$ cat src/rtl/muldiv_iterative_unit.sv
`default_nettype none
// ============================================================================
// Module   : muldiv_iterative_unit
// Brief    : Iterative RV32M multiply/divide unit with fixed WIDTH+1 latency.
// Revision : 1.0 - initial release
// ============================================================================
module muldiv_iterative_unit #(
   parameter int WIDTH = 32
) (
   input  logic             clk,
   input  logic             rst_n,
   input  logic             start,
   input  logic             flush,
   input  logic [2:0]       funct3,
   input  logic [WIDTH-1:0] op_a,
   input  logic [WIDTH-1:0] op_b,
   output logic             busy,
   output logic             done,
   output logic [WIDTH-1:0] result
);

   localparam int            c_cnt_w = (WIDTH > 1) ? $clog2(WIDTH) : 1;
   localparam logic [c_cnt_w-1:0] c_last = c_cnt_w'(WIDTH - 1);

   typedef enum logic [1:0] {
      S_IDLE = 2'd0,
      S_CALC = 2'd1,
      S_DONE = 2'd2
   } state_t;

   state_t                 r_state;
   state_t                 w_state_nxt;
   logic [2:0]             r_f3;
   logic                   r_neg;
   logic                   r_neg_rem;
   logic [c_cnt_w-1:0]     r_cnt;
   logic [WIDTH-1:0]       r_opd;
   logic [2*WIDTH-1:0]     r_prod;
   logic                   r_busy;
   logic                   r_done;
   logic [WIDTH-1:0]       r_result;

   logic                   w_a_signed;
   logic                   w_b_signed;
   logic                   w_sa;
   logic                   w_sb;
   logic [WIDTH-1:0]       w_abs_a;
   logic [WIDTH-1:0]       w_abs_b;
   logic [WIDTH:0]         w_mul_sum;
   logic [2*WIDTH-1:0]     w_mul_nxt;
   logic [WIDTH:0]         w_div_sh;
   logic [WIDTH:0]         w_div_diff;
   logic [2*WIDTH-1:0]     w_div_nxt;
   logic [2*WIDTH-1:0]     w_prod_nxt;
   logic [2*WIDTH-1:0]     w_prod_neg;
   logic [WIDTH-1:0]       w_q_neg;
   logic [WIDTH-1:0]       w_r_neg;
   logic [WIDTH-1:0]       w_result;

   assign w_a_signed = (funct3 == 3'b001) || (funct3 == 3'b010) ||
                       (funct3 == 3'b100) || (funct3 == 3'b110);
   assign w_b_signed = (funct3 == 3'b001) || (funct3 == 3'b100) || (funct3 == 3'b110);
   assign w_sa       = w_a_signed & op_a[WIDTH-1];
   assign w_sb       = w_b_signed & op_b[WIDTH-1];
   assign w_abs_a    = w_sa ? -op_a : op_a;
   assign w_abs_b    = w_sb ? -op_b : op_b;

   // Product and division share r_prod: upper half is accumulator/remainder,
   // lower half is multiplier/quotient shifting through.
   always_comb begin
      w_mul_sum  = {1'b0, r_prod[2*WIDTH-1:WIDTH]} + (r_prod[0] ? {1'b0, r_opd} : '0);
      w_mul_nxt  = {w_mul_sum, r_prod[WIDTH-1:1]};
      w_div_sh   = r_prod[2*WIDTH-1:WIDTH-1];
      w_div_diff = w_div_sh - {1'b0, r_opd};
      w_div_nxt  = w_div_diff[WIDTH] ? {w_div_sh[WIDTH-1:0], r_prod[WIDTH-2:0], 1'b0}
                                     : {w_div_diff[WIDTH-1:0], r_prod[WIDTH-2:0], 1'b1};
      w_prod_nxt = r_f3[2] ? w_div_nxt : w_mul_nxt;
      w_prod_neg = -w_prod_nxt;
      w_q_neg    = -w_prod_nxt[WIDTH-1:0];
      w_r_neg    = -w_prod_nxt[2*WIDTH-1:WIDTH];
      case (r_f3)
         3'b000:                 w_result = r_neg ? w_prod_neg[WIDTH-1:0] : w_prod_nxt[WIDTH-1:0];
         3'b001, 3'b010, 3'b011: w_result = r_neg ? w_prod_neg[2*WIDTH-1:WIDTH]
                                                  : w_prod_nxt[2*WIDTH-1:WIDTH];
         3'b100, 3'b101:         w_result = r_neg ? w_q_neg : w_prod_nxt[WIDTH-1:0];
         default:                w_result = r_neg_rem ? w_r_neg : w_prod_nxt[2*WIDTH-1:WIDTH];
      endcase
   end

   always_comb begin
      w_state_nxt = r_state;
      case (r_state)
         S_IDLE:  if (start) w_state_nxt = S_CALC;
         S_CALC:  if (r_cnt == c_last) w_state_nxt = S_DONE;
         S_DONE:  w_state_nxt = S_IDLE;
         default: w_state_nxt = S_IDLE;
      endcase
      if (flush) w_state_nxt = S_IDLE;
   end

   always_ff @(posedge clk or negedge rst_n) begin
      if (!rst_n) begin
         r_state   <= S_IDLE;
         r_f3      <= '0;
         r_neg     <= 1'b0;
         r_neg_rem <= 1'b0;
         r_cnt     <= '0;
         r_opd     <= '0;
         r_prod    <= '0;
         r_busy    <= 1'b0;
         r_done    <= 1'b0;
         r_result  <= '0;
      end else begin
         r_state <= w_state_nxt;
         r_busy  <= (w_state_nxt != S_IDLE);
         r_done  <= (w_state_nxt == S_DONE);
         case (r_state)
            S_IDLE: begin
               if (start && !flush) begin
                  r_f3      <= funct3;
                  // A zero divisor must not flip the all-ones quotient.
                  r_neg     <= (w_sa ^ w_sb) & (|op_b);
                  r_neg_rem <= w_sa;
                  r_cnt     <= '0;
                  r_opd     <= funct3[2] ? w_abs_b : w_abs_a;
                  r_prod    <= {{WIDTH{1'b0}}, (funct3[2] ? w_abs_a : w_abs_b)};
               end
            end
            S_CALC: begin
               r_prod <= w_prod_nxt;
               r_cnt  <= r_cnt + 1'b1;
               if (!flush && (r_cnt == c_last)) r_result <= w_result;
            end
            default: ;
         endcase
      end
   end

   assign busy   = r_busy;
   assign done   = r_done;
   assign result = r_result;

endmodule
`default_nettype wire

$ cat config.mk
export PLATFORM = sky130hd
export DESIGN_NAME = muldiv_iterative_unit
export DESIGN_NICKNAME = d
export VERILOG_FILES = /design/src/rtl/muldiv_iterative_unit.sv
export SDC_FILE = /design/constraint.sdc
export NUM_CORES = 1
export LEC_CHECK = 0
export ABC_AREA = 1
export CAP_MARGIN = 20
export CORE_UTILIZATION = 50
export DETAILED_ROUTE_END_ITERATION = 8
export DONT_BUFFER_PORTS = 1
export PLACE_DENSITY_LB_ADDON = 0.25
export SYNTH_ARGS = -nofsm -noshare
export SYNTH_HDL_FRONTEND = slang
export SYNTH_SLANG_ARGS = --single-unit
$ cat constraint.sdc
create_clock -name clk -period 5.41 [get_ports clk]
set_clock_uncertainty 0.15 [all_clocks]
set_input_delay 1.082 -clock clk [delete_from_list [all_inputs] [get_ports clk]]
set_output_delay 1.082 -clock clk [all_outputs]
set_load 0.05 [all_outputs]
==> metrics.md <==
| Metric | Value |
|---|---|
| Status | complete, no violations |
| Cts hold-fix bufs | 0 |
| Final core occ | 53.9% |
| Final period utilization | 90.7% |
| Maxcap violations | 0 |
| Initial DRC count | 2,778 |
| CTS tree | built |
| Drt total wl | 76,500 um |
| Vias in the first global route | 19,071 |
| RD Place Congestion | 1.09 |
| DRC errors left | 0 |
| Die W | 187 um |
| Worst Hold Class | in2async |
| Final min period | 4.91 ns |
| Vias per inst | 5.98 |
| Clock root buffer | clkbuf_16 |
| Max_slew headroom | 26.3% |
| First-pass detailed-route iteration total | 6 |
| Num CTS Buffers | 17 |
| CTS HTree Levels | 4 |
| I/O pins | 105 |
| Clock Latency Late Sink | 0.47 ns |
| Worst Path Max Fanout | 9 |
| Hold Vio Cnt, Final | 0 |
| Area contributors post-synth | nand2_1 (22%), dfrtp_1 (21%), inv_1 (9.7%) |
| Most Frequent Cell on Critical Path | nand2_1 |
| Antenna violations before repair | 5 |
| Core Footprint | 33,500 um2 |
| Syn Inst Count | 2,955 |
| Post-synth top area cell | nand2_1 |
| Setup bufs post-CTS | 0 |
| Endpoints failing setup | 0 |
| Die H | 187 um |
| Yosys warning count | 0 |
| RSZ-0062 raised after global routing | false |
| Distinct cells, synth | 60 |
| Pin count of the biggest net entering global routing | 143 |
| Asr flop ratio synth | 100% |
| Most frequent cell after synthesis | nand2_1 |
| First-pass GRT wire length | 115,000 um |
| Detail Placement HPWL | 60,700 um |
| Total gr overflow | 0 |
| Post_cts resized | 0 |
| Critical Path RT | 5.62 ns |
| Average size of a mapped cell | 5.77 um2 |
| Commonest cells in the netlist | nand2_1 (992), inv_1 (441), nor2_1 (290) |
| Peak VDD IR | 0.420 mV |
| Critical path class | reg2reg |
| Full die area | 34,900 um2 |
| # port buffers | 0 |
| Leak pwr | 9.63 nW |
| Total number of vias | 20,222 |
| Tightest Pin Transition | 1.09 ns |
| Reg2reg path depth | 36 |
| Row cnt | 67 |
| Max Freq | 0.204 GHz |
| Drt wl/cell | 22.6 um |
| Gr usage total | 43.8% |
| Worst-path clk slew | 0.07 ns |
| Met3 wire len | 8600 um |
| Synth top area share | 21.8% |
| DR top layer | met4 |
| Cell Area, Synth | 17,100 um2 |
| DRT met1 WL | 30,900 um |
| CTS Buffer Depth | 2 |
| Synthesized flop and latch total | 142 |
| Setup crit end kind | register |
| Synth Flop Type | dfrtp_1 |
| Fin nets | 3,062 |
| Critical Path Max Stage Delay | 0.41 ns |
| CP startpoint kind | register |
| Fin. max-slew vios | 0 |
| Num Clock Sinks | 142 |
| Area Overhead vs Synth | 6.02% |
| Layout cells sized above 1 | 5.80% |
| Post-placement cell count | 3,347 |
| Register area share after synthesis | 20.8% |
| Pwr dens | 644 nW/um2 |
| CP max stage cell | fa_1 |
| Metal2 WL | 31,900 um |
| EDFF count, synth | 0 |
| Final non-filler cell total | 3,382 |
| Setup TNS | 0 ns |
| Syn nets | 3,097 |
| Critical Path AT | 5.12 ns |
| Initial Util | 50.9% |
| Final ANT Viol Nets | 0 |
path summary, 6_finish.rpt:
kind | start | endpoint | slack, ns
max | r_prod[31] | result[16] | 0.50
min | rst_n | result[25] | 0.15
max reg2reg | r_prod[31] | result[16] | 0.50
min reg2reg | r_cnt[3] | r_cnt[3] | 0.32
max in group asynchronous | rst_n | r_opd[29] | 4.57
min in group clk | r_cnt[3] | r_cnt[3] | 0.32
power breakdown:
group          internal (mW)  leakage (nW)  switching [mW]
Sequential              1.33          1.83           0.308
Clock                  0.660         0.292           0.618
Combinational           2.38          7.50            6.36
Total                   4.37          9.63            7.29
per-layer routing:
layer  up-vias  track usage (%)
met2      1219             65.1
met1      9368             56.4
met5         -                0
li1       9361                -
met4         0             27.0
met3       274             12.0
worst max-delay path: cells and delay by family (launching register included):
family | cells | cell delay (ns)
fa+ha+maj | 3 | 0.75
simple gates | 28 | 3.07
compound gates | 1 | 0.11
flops | 1 | 0.40
buf+inv | 4 | 0.28
flip-flops by register name, indices dropped and copies added, names as in the netlist:
| register | count |
|---|---|
| busy | 1 |
| r_prod | 64 |
| result | 32 |
| r_neg_rem | 1 |
| r_state | 2 |
| r_f3 | 3 |
| r_opd | 32 |
| r_cnt | 5 |
| done | 1 |
| r_neg | 1 |
cell families (layout without fill, tap and decap cells):
| kind of cell | Yosys count | count (layout) | synth area share [%] |
|---|---|---|---|
| and+or+nand+nor | 1658 | 1658 | 40.9 |
| buffers and inverters | 546 | 524 | 12.5 |
| AOI/OAI and AO/OA | 440 | 440 | 15.4 |
| DFF | 142 | 142 | 20.8 |
| xor gates and xnor gates | 98 | 98 | 5.03 |
| adders and majority gates | 71 | 71 | 5.29 |
| other | 0 | 1 | 0 |
cell usage in the layout (no fill, tap or decap), types with 3 or more instances in the layout:
cell       instances
nor4_1             7
nand3_1          216
nand3b_1          16
nand4_1           29
ha_1              69
a221oi_1           3
nand2_2           24
o21ai_1           22
o21bai_1           8
inv_6              5
xnor2_1           32
inv_2             12
nor2_4             5
o21ai_0          164
o21ai_2            6
o211ai_1          10
clkinv_1           4
nand3_2            5
o2111ai_1         11
clkbuf_16         17
buf_4             33
o22ai_1           32
nor3_1            29
a221o_1           10
o221ai_1          18
nand2_4            7
a31oi_1            8
nand2_1          991
xor2_1            66
nor2_1           286
a21o_1             5
a21oi_1          106
dfrtp_1          140
or2_2              7
a22oi_1           16
inv_1            441
nor2_2            26
o21a_1             6
inv_8              4
area by class of cell:
cell class	count	area (um2)
Fill cell	3607	15400
Multi-Input combinational cell	2267	11400
Sequential cell	142	3560
Inverter	457	1720
Tap cell	448	561
Clock buffer	17	425
Timing Repair Buffer	35	263
Clock inverter	15	173
Antenna cell	1	2.50
per-stage QoR:
step / worst slack [ns] / power, mW / hold slack, ns / cell area, um2
floorplan: 1.27 / 7.22 / 0.290 / 17100
global placement: 0.697 / 9.90 / 0.305 / 17500
detailed placement: 0.587 / 9.97 / 0.309 / 17500
CTS: 0.551 / 11.3 / 0.146 / 18100
global route: 0.00218 / 12.3 / 0.146 / 18100
finish: 0.504 / 11.7 / 0.150 / 18100
Note: power is estimated with default switching activity, not from simulation.
